==> config.mk <==
export PLATFORM = sky130hd
export DESIGN_NAME = e3_mux_7seg_driver
export DESIGN_NICKNAME = d
export VERILOG_FILES = /design/src/rtl/e3_mux_7seg_driver.sv
export SDC_FILE = /design/constraint.sdc
export NUM_CORES = 1
export LEC_CHECK = 0
export CORE_MARGIN = 4
export CORE_UTILIZATION = 44
export CTS_BUF_LIST = sky130_fd_sc_hd__clkbuf_4 sky130_fd_sc_hd__clkbuf_8 sky130_fd_sc_hd__clkbuf_16
export CTS_CLUSTER_SIZE = 10
export DETAILED_ROUTE_END_ITERATION = 6
export PLACE_DENSITY = 0.76
export SLEW_MARGIN = 20
export SYNTH_ARGS = -nofsm -noshare
export SYNTH_HDL_FRONTEND = slang
export SYNTH_SLANG_ARGS = --single-unit
==> constraint.sdc <==
create_clock -name clk -period 3.2 [get_ports clk]
set_input_delay 0.64 -clock clk [delete_from_list [all_inputs] [get_ports clk]]
set_output_delay 0.64 -clock clk [all_outputs]
set_load 0.05 [all_outputs]
==> src/rtl/e3_mux_7seg_driver.sv <==
// Time-multiplexed 7-segment driver for an N_DIG-digit Excess-3 number.
// Double-buffered input, leading-zero blanking and sticky invalid-code flag.
module e3_mux_7seg_driver #(
    parameter int N_DIG    = 4,
    parameter int PRESCALE = 4
) (
    input  logic               clk,
    input  logic               rst,
    input  logic               en,
    input  logic               load,
    input  logic [4*N_DIG-1:0] e3_number,
    input  logic               blank_lz,
    input  logic               err_clr,
    output logic [7:0]         seg,
    output logic [N_DIG-1:0]   an,
    output logic               frame_done,
    output logic               err
);

    localparam int PW = (PRESCALE > 1) ? $clog2(PRESCALE) : 1;
    localparam int IW = (N_DIG > 1) ? $clog2(N_DIG) : 1;
    localparam logic [PW-1:0]      P_LAST    = PW'(PRESCALE - 1);
    localparam logic [IW-1:0]      I_LAST    = IW'(N_DIG - 1);
    localparam logic [4*N_DIG-1:0] ALL_ZEROS = {N_DIG{4'h3}};

    logic [PW-1:0]      p_q, p_d;
    logic [IW-1:0]      i_q, i_d;
    logic [4*N_DIG-1:0] stage_q, stage_d;
    logic [4*N_DIG-1:0] act_q, act_d;
    logic [7:0]         seg_q, seg_d;
    logic [N_DIG-1:0]   an_q, an_d;
    logic               fd_q, fd_d;
    logic               err_q, err_d;

    logic               boundary;
    logic [3:0]         cur_code;
    logic               cur_blank;
    logic               cur_invalid;
    logic [N_DIG-1:0]   lz;

    function automatic logic [7:0] e3_pattern(input logic [3:0] code);
        case (code)
            4'd3:    e3_pattern = 8'h3F;
            4'd4:    e3_pattern = 8'h06;
            4'd5:    e3_pattern = 8'h5B;
            4'd6:    e3_pattern = 8'h4F;
            4'd7:    e3_pattern = 8'h66;
            4'd8:    e3_pattern = 8'h6D;
            4'd9:    e3_pattern = 8'h7D;
            4'd10:   e3_pattern = 8'h07;
            4'd11:   e3_pattern = 8'h7F;
            4'd12:   e3_pattern = 8'h6F;
            default: e3_pattern = 8'h40;
        endcase
    endfunction

    assign boundary = en && (p_q == P_LAST) && (i_q == I_LAST);

    always_comb begin
        p_d = p_q;
        i_d = i_q;
        if (en) begin
            if (p_q == P_LAST) begin
                p_d = '0;
                i_d = (i_q == I_LAST) ? '0 : i_q + 1'b1;
            end else begin
                p_d = p_q + 1'b1;
            end
        end
    end

    // A load in the boundary cycle bypasses staging so no stale frame is shown.
    always_comb begin
        stage_d = load ? e3_number : stage_q;
        act_d   = act_q;
        if (boundary) begin
            act_d = load ? e3_number : stage_q;
        end
    end

    // Zero-run scanned from the most significant digit; digit 0 is never part of it.
    always_comb begin
        logic        run;
        int unsigned k;
        run       = 1'b1;
        k         = 0;
        lz        = '0;
        cur_code  = 4'h3;
        cur_blank = 1'b0;
        an_d      = '0;
        for (int unsigned j = 0; j < N_DIG; j++) begin
            k     = N_DIG - 1 - j;
            run   = run && (act_q[4*k +: 4] == 4'h3);
            lz[k] = run && (k != 0);
        end
        for (int unsigned m = 0; m < N_DIG; m++) begin
            an_d[m] = en && (i_q == IW'(m));
            if (i_q == IW'(m)) begin
                cur_code  = act_q[4*m +: 4];
                cur_blank = blank_lz && lz[m];
            end
        end
    end

    assign cur_invalid = (cur_code < 4'd3) || (cur_code > 4'd12);

    always_comb begin
        seg_d = '0;
        if (en && !cur_blank) begin
            seg_d = e3_pattern(cur_code);
        end
        fd_d  = boundary;
        err_d = err_q;
        if (en && !cur_blank && cur_invalid) begin
            err_d = 1'b1;
        end else if (err_clr) begin
            err_d = 1'b0;
        end
    end

    always_ff @(posedge clk or posedge rst) begin
        if (rst) begin
            p_q     <= '0;
            i_q     <= '0;
            stage_q <= ALL_ZEROS;
            act_q   <= ALL_ZEROS;
            seg_q   <= '0;
            an_q    <= '0;
            fd_q    <= 1'b0;
            err_q   <= 1'b0;
        end else begin
            p_q     <= p_d;
            i_q     <= i_d;
            stage_q <= stage_d;
            act_q   <= act_d;
            seg_q   <= seg_d;
            an_q    <= an_d;
            fd_q    <= fd_d;
            err_q   <= err_d;
        end
    end

    assign seg        = seg_q;
    assign an         = an_q;
    assign frame_done = fd_q;
    assign err        = err_q;

endmodule

## Yosys cells after proc, flatten, opt, wreduce, memory -nomap -nowiden

Memory sizes are Yosys's and may differ from the RTL's.
Cells that the tools add are included.

- Flip-flop bits (word level): 50
- ROM bits: 112
- Output and inout port bits: 14
- Word-level logic and storage cells: 51
- Memories kept: 1

Memories:

| name | depth | bits a word | rd ports | clocked after memory_dff | write ports | line | text |
|---|---|---|---|---|---|---|---|
| (name not given) | 16 | 7 | 1 | 0 | 0 | 42 | `case (code)` |

- $add $sub $neg: 2
- Magnitude comparators: 2
- Eq/ne operators: 7
- Multiplexer cells: 13
- Reduce and logical (&&, ||, !) cells: 18

Operators with widths:

| cell | count |
|---|---|
| $mux 16 | 1 |
| $mux 4 | 4 |
| $logic_and 1x1->1 | 13 |
| $eq 4x2->1 const B | 3 |
| $mux 8 | 1 |
| $eq 2x2->1 const B | 3 |
| $mux 1 | 5 |
| $add 2x1->2 const B | 2 |
| $gt 4x4->1 const B | 1 |
| $lt 4x2->1 const B | 1 |
| $mux 2 | 2 |
| $eq 2x1->1 const B | 1 |
| $logic_not 2->1 | 1 |
| $reduce_and 2->1 | 1 |
| $reduce_bool 2->1 | 1 |
| $logic_not 1->1 | 1 |
| $logic_or 1x1->1 | 1 |

## Logic depth before layout (Yosys ltp)

Gate-level depths: netlist of the first run.

- Word-level depth: 11
- Mapped depth: 12
- Mapped depth without buffers: 11

## Least setup slack after synthesis of the first run

OpenSTA, ideal clock, no wires.

- Path kind: reg-to-reg
- From: register i_q[0]
- To: register seg_q[1] (netlist: seg[1])
- Data arrival time: 2.343 ns
- Data required time: 3.136 ns
- Setup slack: 0.793 ns
- Cell stages (with the launch flop): 11
- Buffers on the path: 0
- Period minus slack after synthesis: 2.407 ns
- Path through: dfrtp_1 -> inv_1 -> ha_1 -> inv_1 -> o311a_1 -> a221o_2 -> clkinv_1 -> ha_1 -> and3b_1 -> or2_1 -> o21ba_2

- Cells in the longest elaborated chain, start to end: 7
- Elaborated cells on any way between the ends: 15
- Those cells by class: 3 x eq/ne; 8 x mux; 3 x reduce/logical; 1 x memory

RTL lines:

| element | line | text |
|---|---|---|
| from (decl) | 27 | `logic [IW-1:0] i_q, i_d;` |
| from (signal assigned) | 133 | `i_q <= i_d;` |
| $logic_not 2->1 / $eq 2x1->1 (equally long branches) | 98 | `if (i_q == IW'(m)) begin` |
| $mux 4 / $mux 1 (equally long branches) (3 in a row) | 98 |  |
| $mux 4 / $logic_not 1->1 (equally long branches) | 98, 109 |  |
| $mem_v2 16x7 / $logic_and 1x1->1 (equally long branches) | - |  |
| $mux 8 (*) | 109 | `if (en && !cur_blank) begin` |
| net seg_d[1] | 30 | `logic [7:0] seg_q, seg_d;` |
| to (signal assigned) | 136 | `seg_q <= seg_d;` |
| to (decl) | 30 |  |

The timed path passes the listed nets; every way through them passes the cells marked *.
A chain may end at the register's enable or synchronous reset.

## Worst setup path after layout of the first run

Ends and elaborated chain as after synthesis.

==> results of run 1 <==
## cell families after synthesis
logic type	synth area share, %
compound gates	8.47
other cells	0.162
mux	19.1
buf+inv	3.51
simple gates	9.06
flops	53.7
fa+ha+maj	5.93
## cell usage in the layout (no fill, tap or decap), types with 4 or more instances in the layout
cell	count
and2_1	4
clkbuf_8	6
clkdlybuf4s50_1	34
dfrtp_1	33
dfstp_2	16
ha_1	11
inv_1	9
mux2_2	35
mux2i_1	5
nand2_1	6
nor2_1	6
nor2b_1	4
## power by group
part	internal, uW	total, uW	switching [uW]
logic	609	1380	775
registers	831	933	102
clock network	254	457	203
total	1690	2770	1080
## synth_stat cells, types with 2 or more instances
| cell | instances | share of area (%) |
|---|---|---|
| mux2_2 | 35 | 17 |
| dfrtp_1 | 33 | 36 |
| dfstp_2 | 16 | 18 |
| ha_1 | 11 | 5.9 |
| inv_1 | 10 | 1.6 |
| nand2_1 | 6 | 0.97 |
| nor2_1 | 6 | 0.97 |
| mux2i_1 | 5 | 2.2 |
| and2_1 | 4 | 1.1 |
| nor2b_1 | 4 | 1.1 |
| clkbuf_1 | 3 | 0.49 |
| nor3_1 | 3 | 0.65 |
| a21oi_1 | 2 | 0.43 |
| a31oi_1 | 2 | 0.54 |
| buf_2 | 2 | 0.43 |
| nand2b_1 | 2 | 0.54 |
| nor3b_1 | 2 | 0.65 |
| o21ba_2 | 2 | 0.86 |
## cell type report
type	instances	area, um^2
Fill cell	432	2260
Sequential cell	49	1250
Multi-Input combinational cell	109	992
Timing Repair Buffer	37	363
Tap cell	70	87.6
Clock buffer	6	82.6
Inverter	11	41.3
Clock inverter	2	37.5
## flip-flops by register name (all words and copies together), names as in the netlist
| signal | flops |
|---|---|
| stage_q | 16 |
| err | 1 |
| frame_done | 1 |
| act_q | 16 |
| i_q | 2 |
| p_q | 2 |
| an | 4 |
| seg | 7 |
## worst max path at each step
| stage | to | slack [ns] | depth (start not counted) |
|---|---|---|---|
| 6_report | seg[1] | 0.49 | 9 |
| 5_1_grt | seg[1] | 0.33 | 9 |
| 4_1_cts | seg[1] | 0.52 | 9 |
| 3_5_place_dp | seg[1] | 0.58 | 9 |
| 3_3_place_gp | seg[1] | 0.67 | 9 |
| 2_1_floorplan | seg[1] | 0.79 | 10 |
## stage by stage
step	cells	utilization [%]	instance area [um^2]	power [uW]	setup WS (ns)
2_1_floorplan	176	-	2320	2000	0.793
4_1_cts	284	55.8	2850	2800	0.520
5_1_grt	284	55.8	2850	2990	0.328
3_3_place_gp	276	53.5	2730	2300	0.670
6_report	284	55.8	2850	2770	0.492
3_5_place_dp	276	53.5	2730	2320	0.576
## per-layer routing
| layer | wire [um] | track usage (%) | vias to the layer above |
|---|---|---|---|
| met1 | 1800 | 18.1 | 688 |
| li1 | - | - | 685 |
| met2 | 1830 | 20.9 | 31 |
| met3 | 203 | 4.04 | 5 |
| met5 | 0 | 0 | - |
| met4 | 70 | 5.57 | 0 |
==> out/metrics.csv, run 1 <==
stage;metric;value;unit
global_route;vias in the first global route;1392;
flow_run;Max Cap Viol;0;
synthesis;Primary FF master, synth;dfrtp_1;
global_route;GRT Overall Usage;13.7;%
clock_network;setup bufs post-CTS;0;
worst_setup_path;critical path's top delay family;compound AO/OA/AOI/OAI gates;
hold_path;Hold EP;p_q[0];
synthesis;#FFs+latches synth;49;
status;status;finished clean;
synthesis;average size of a mapped cell;13.2;um^2
sta;Worst Tran Pin Value;0.737;ns
clock_network;clk slew on worst S/H paths;0.09;ns
sta;RSZ-0062 raised after global routing;false;
hold_path;Hold Path Depth;1;
synthesis;asr flop ratio synth;100;%
worst_setup_path;RR Startpoint;i_q[0];
die;DIE WIDTH;80.6;um
global_route;Congestion Overflow GR;0;
synthesis;EDFF count, synth;0;
clock_network;CTS root buf;clkbuf_8;
detailed_routing;initial DRC count;105;
pwr;VDD IR max;0.000398;V
worst_setup_path;Largest stage delay, worst path;0.45;ns
worst_setup_path;CP Class;reg2reg;
detailed_routing;DRT antenna net count;0;
sta;Fin Hold WS;0.504;ns
die;Initial Utilization;45.4;%
place;DP HPWL;2.75;mm
worst_setup_path;CP Capture Type;register;
sta;final setup fails;0;
sta;endpoints failing hold;0;
sta;period utilization;84.6;%
worst_setup_path;Reg2Reg Setup Slack;0.49;ns
detailed_routing;DR vias/cell;4.96;
die;core area;5110;um^2
die;Die Ht;80.6;um
worst_setup_path;Crit Reg-Reg Endpoint;seg[1];
die;I/O pins;36;
layout;layout cells sized above 1;33.2;%
place;routability congestion estimate;0.854;
pwr;Lkg Pwr;0.00125;uW
synthesis;Cells after Synth;176;
worst_setup_path;startpoint type of the worst setup path;register;
worst_setup_path;CP Buf/Inv Count;1;
clock_network;CTS tree;built;
worst_setup_path;Worst Path Arrival;2.91;ns
clock_network;hold buffers post-CTS;0;
worst_setup_path;Critical Path Slowest Stage Cell;o21ai_1;
clock_network;H-tree Lvls;2;
detailed_routing;vias;1409;
detailed_routing;Total Wirelength;3.91;mm
worst_setup_path;Critical Path Fanout Max;12;
detailed_routing;DRC Markers;0;
die;die area;6500;um^2
worst_setup_path;CP startpoint;i_q[0];
detailed_routing;Avg WL per Cell;13.8;um
die;# rows;26;
worst_setup_path;Worst Path Required;3.40;ns
sta;Worst Skew;0.00351;ns
synthesis;synth unique cells;46;
worst_setup_path;Most common cell on crit path;ha_1;
worst_setup_path;worst r2r path cells;9;
worst_setup_path;worst-path cell chain;ha_1 > nor2_1 > o21ai_0 > o21ai_1 > inv_1 > ha_1 > and3b_1 > or2_1 > o21ba_2;
synthesis;Yosys warnings;0;
clock_network;clock sink total;49;
sta;sum of negative setup slack;0;ns
pwr;P per Cell Area;974;nW/um^2
layout;Total Nets Final;246;
clock_network;post-CTS sizing;0;
clock_network;Num CTS Buffers;5;
sta;Final min period;2.71;ns
layout;# diodes;0;
synthesis;sequential element share of the synthesized area;53.7;%
detailed_routing;TritonRoute pass-1 iters;4;
global_route;pin count of the biggest net entering global routing;50;
global_route;first-pass GRT wire length;6.68;mm
hold_path;Tightest Hold Check Type;reg2reg;
clock_network;maximum clock insertion buffer count;2;
sta;fmax;369;MHz
sta;fin. max-slew vios;0;
clock_network;Clock Latency Late Sink;0.30;ns
sta;Max-slew headroom;50.7;%
hold_path;Hold Startpoint;p_q[0];
global_route;initial antenna violation count;0;
synthesis;Post-Syn Nets;209;
synthesis;synthesized cell area;2320;um^2
place;port bufs;34;
layout;P&R area growth vs syn;22.9;%
Note: power is estimated with default switching activity, not from simulation.
==> run 2: changes to the inputs <==
==> constraint.sdc (replaced) <==
create_clock -name clk -period 2.6 [get_ports clk]
set_input_delay 0.52 -clock clk [delete_from_list [all_inputs] [get_ports clk]]
set_output_delay 0.52 -clock clk [all_outputs]
set_load 0.05 [all_outputs]
==> run 2 against run 1 <==
  * Clock skew rose by 0.0051 ns
  * Maximum frequency up 10%
  * Combinational power rose by 32%
  * Sequential share of layout area decreased by 0.79 points
  * Count of clock-buffer cells in the layout increased by 1
  * Routed wire length increased by 3.8%
  * Design area is 1.8% higher
  * First-iteration DRC count fell by 36%
  * Critical path type unchanged
  * Critical endpoint unchanged
==> out/metrics.csv, run 2 (synthesis results as in run 1) <==
stage;metric;value;unit;change
detailed_routing;DR vias/cell;4.85;;was 4.96
die;Initial Utilization;45.4;%;unchanged
clock_network;maximum clock insertion buffer count;2;;unchanged
layout;most frequent cells in the layout;mux2_2, clkdlybuf4s50_1, dfrtp_1, dfstp_2;;was mux2_2, clkdlybuf4s50_1, dfrtp_1, dfstp_2, ha_1
die;# rows;26;;unchanged
sta;sum of negative setup slack;0;ns;unchanged
flow_run;Max Cap Viol;0;;unchanged
pwr;total power;3440;uW;was 2770 uW
worst_setup_path;CP startpoint;i_q[0];;unchanged
sta;Worst Tran Pin Value;0.551;ns;was 0.737 ns
detailed_routing;Total Wirelength;4.06;mm;was 3.91 mm
worst_setup_path;startpoint type of the worst setup path;register;;unchanged
die;DIE WIDTH;80.6;um;unchanged
hold_path;Hold Startpoint;p_q[0];;unchanged
global_route;vias in the first global route;1456;;was 1392
clock_network;clock sink total;49;;unchanged
sta;fin. max-slew vios;0;;unchanged
worst_setup_path;Worst Path Required;2.84;ns;was 3.40 ns
layout;layout cells sized above 1;36.0;%;was 33.2%
clock_network;hold buffers post-CTS;0;;unchanged
global_route;Congestion Overflow GR;0;;unchanged
detailed_routing;DRT antenna net count;0;;unchanged
clock_network;CTS root buf;clkbuf_8;;unchanged
place;placed cells;282;;was 276
layout;Total Nets Final;254;;was 246
die;core area;5110;um^2;unchanged
sta;fmax;407;MHz;was 369 MHz
global_route;first-pass GRT wire length;6.77;mm;was 6.68 mm
detailed_routing;vias;1416;;was 1409
sta;period utilization;94.6;%;was 84.6%
worst_setup_path;CP Capture Type;register;;unchanged
place;routability congestion estimate;0.836;;was 0.854
die;die area;6500;um^2;unchanged
sta;Worst Skew;0.00859;ns;was 0.00351 ns
detailed_routing;initial DRC count;67;;was 105
clock_network;Num CTS Buffers;5;;unchanged
pwr;Lkg Pwr;0.00128;uW;was 0.00125 uW
detailed_routing;Avg WL per Cell;13.9;um;was 13.8 um
layout;Finished Layout Cells;292;;was 284
pwr;P per Cell Area;1180;nW/um^2;was 974 nW/um^2
pwr;VDD IR max;0.000432;V;was 0.000398 V
clock_network;CTS tree;built;;unchanged
worst_setup_path;CP Class;reg2reg;;unchanged
hold_path;Tightest Hold Check Type;reg2reg;;unchanged
global_route;GRT Overall Usage;13.6;%;was 13.7%
layout;# diodes;0;;unchanged
worst_setup_path;Worst Path Arrival;2.70;ns;was 2.91 ns
status;status;finished clean;;unchanged
clock_network;H-tree Lvls;2;;unchanged
layout;P&R area growth vs syn;25.1;%;was 22.9%
sta;final setup fails;0;;unchanged
worst_setup_path;RR Startpoint;i_q[0];;unchanged
sta;Final min period;2.46;ns;was 2.71 ns
sta;endpoints failing hold;0;;unchanged
sta;Max-slew headroom;63.3;%;was 50.7%
sta;RSZ-0062 raised after global routing;false;;unchanged
clock_network;clk slew on worst S/H paths;0.08;ns;was 0.09 ns
layout;Final Util;56.8;%;was 55.8%
detailed_routing;TritonRoute pass-1 iters;4;;unchanged
global_route;initial antenna violation count;0;;unchanged
layout;most common cell after layout, fill and taps aside;mux2_2;;unchanged
worst_setup_path;Reg2Reg Setup Slack;0.14;ns;was 0.49 ns
place;DP HPWL;3.01;mm;was 2.75 mm
die;I/O pins;36;;unchanged
die;Die Ht;80.6;um;unchanged
clock_network;Clock Latency Late Sink;0.30;ns;about the same
worst_setup_path;Critical Path Fanout Max;5;;was 12
place;port bufs;34;;unchanged
detailed_routing;DRC Markers;0;;unchanged
global_route;pin count of the biggest net entering global routing;50;;unchanged
==> run 2: timing repair <==
item,4_1_cts,5_1_grt
setup endpoints to repair,0,1
gates resized for setup,0,1
buffers inserted,0,2
==> run 2: per-stage QoR <==
| step | setup WS, ns | hold WS, ns | instance area [um^2] |
|---|---|---|---|
| floorplan | 0.193 | 0.457 | 2320 |
| global placement | 0.224 | 0.473 | 2790 |
| detailed placement | 0.144 | 0.484 | 2790 |
| CTS | 0.111 | 0.497 | 2890 |
| global route | 0.0314 | 0.508 | 2900 |
| finish | 0.141 | 0.491 | 2900 |
==> run 2: layout make-up <==
cell class,count,area (um^2)
Timing Repair Buffer,45,435
Multi-Input combinational cell,109,995
Inverter,11,41.3
Fill cell,435,2200
Tap cell,70,87.6
Clock inverter,1,7.51
Clock buffer,7,90.1
Sequential cell,49,1250
==> run 2: path summary, 6_finish.rpt <==
path	endpoint	cells past startpoint
max in group asynchronous	stage_q[1]	3
max reg2reg	seg[1]	10
max	seg[1]	10
min in group asynchronous	stage_q[10]	3
min	p_q[0]	1
min reg2reg	p_q[0]	1
==> run 2: power by group <==
part / switching, uW / internal, uW / total [uW] / leakage [uW]
Sequential: 126 / 1020 / 1150 / 0.000584
Clock: 241 / 227 / 467 / 0.0000479
Combinational: 972 / 847 / 1820 / 0.000649
Total: 1340 / 2100 / 3440 / 0.00128
==> run 2: worst max-delay path, cell delays in order, from the launching register on <==
cell and delay, ns:
dfrtp_1 0.43, inv_1 0.10, ha_1 0.18, inv_1 0.06
o311a_1 0.35, a221o_2 0.36, clkinv_1 0.12, ha_1 0.17
and3b_1 0.18, or2_1 0.23, o21ba_2 0.23
==> run 2: routing by layer <==
layer	up-vias	GRT usage, %	part of all wire, %
met2	28	21.4	48
met3	5	4.04	5.1
met1	687	18.1	45
met5	-	0	0
li1	696	-	-
met4	0	3.55	1.1
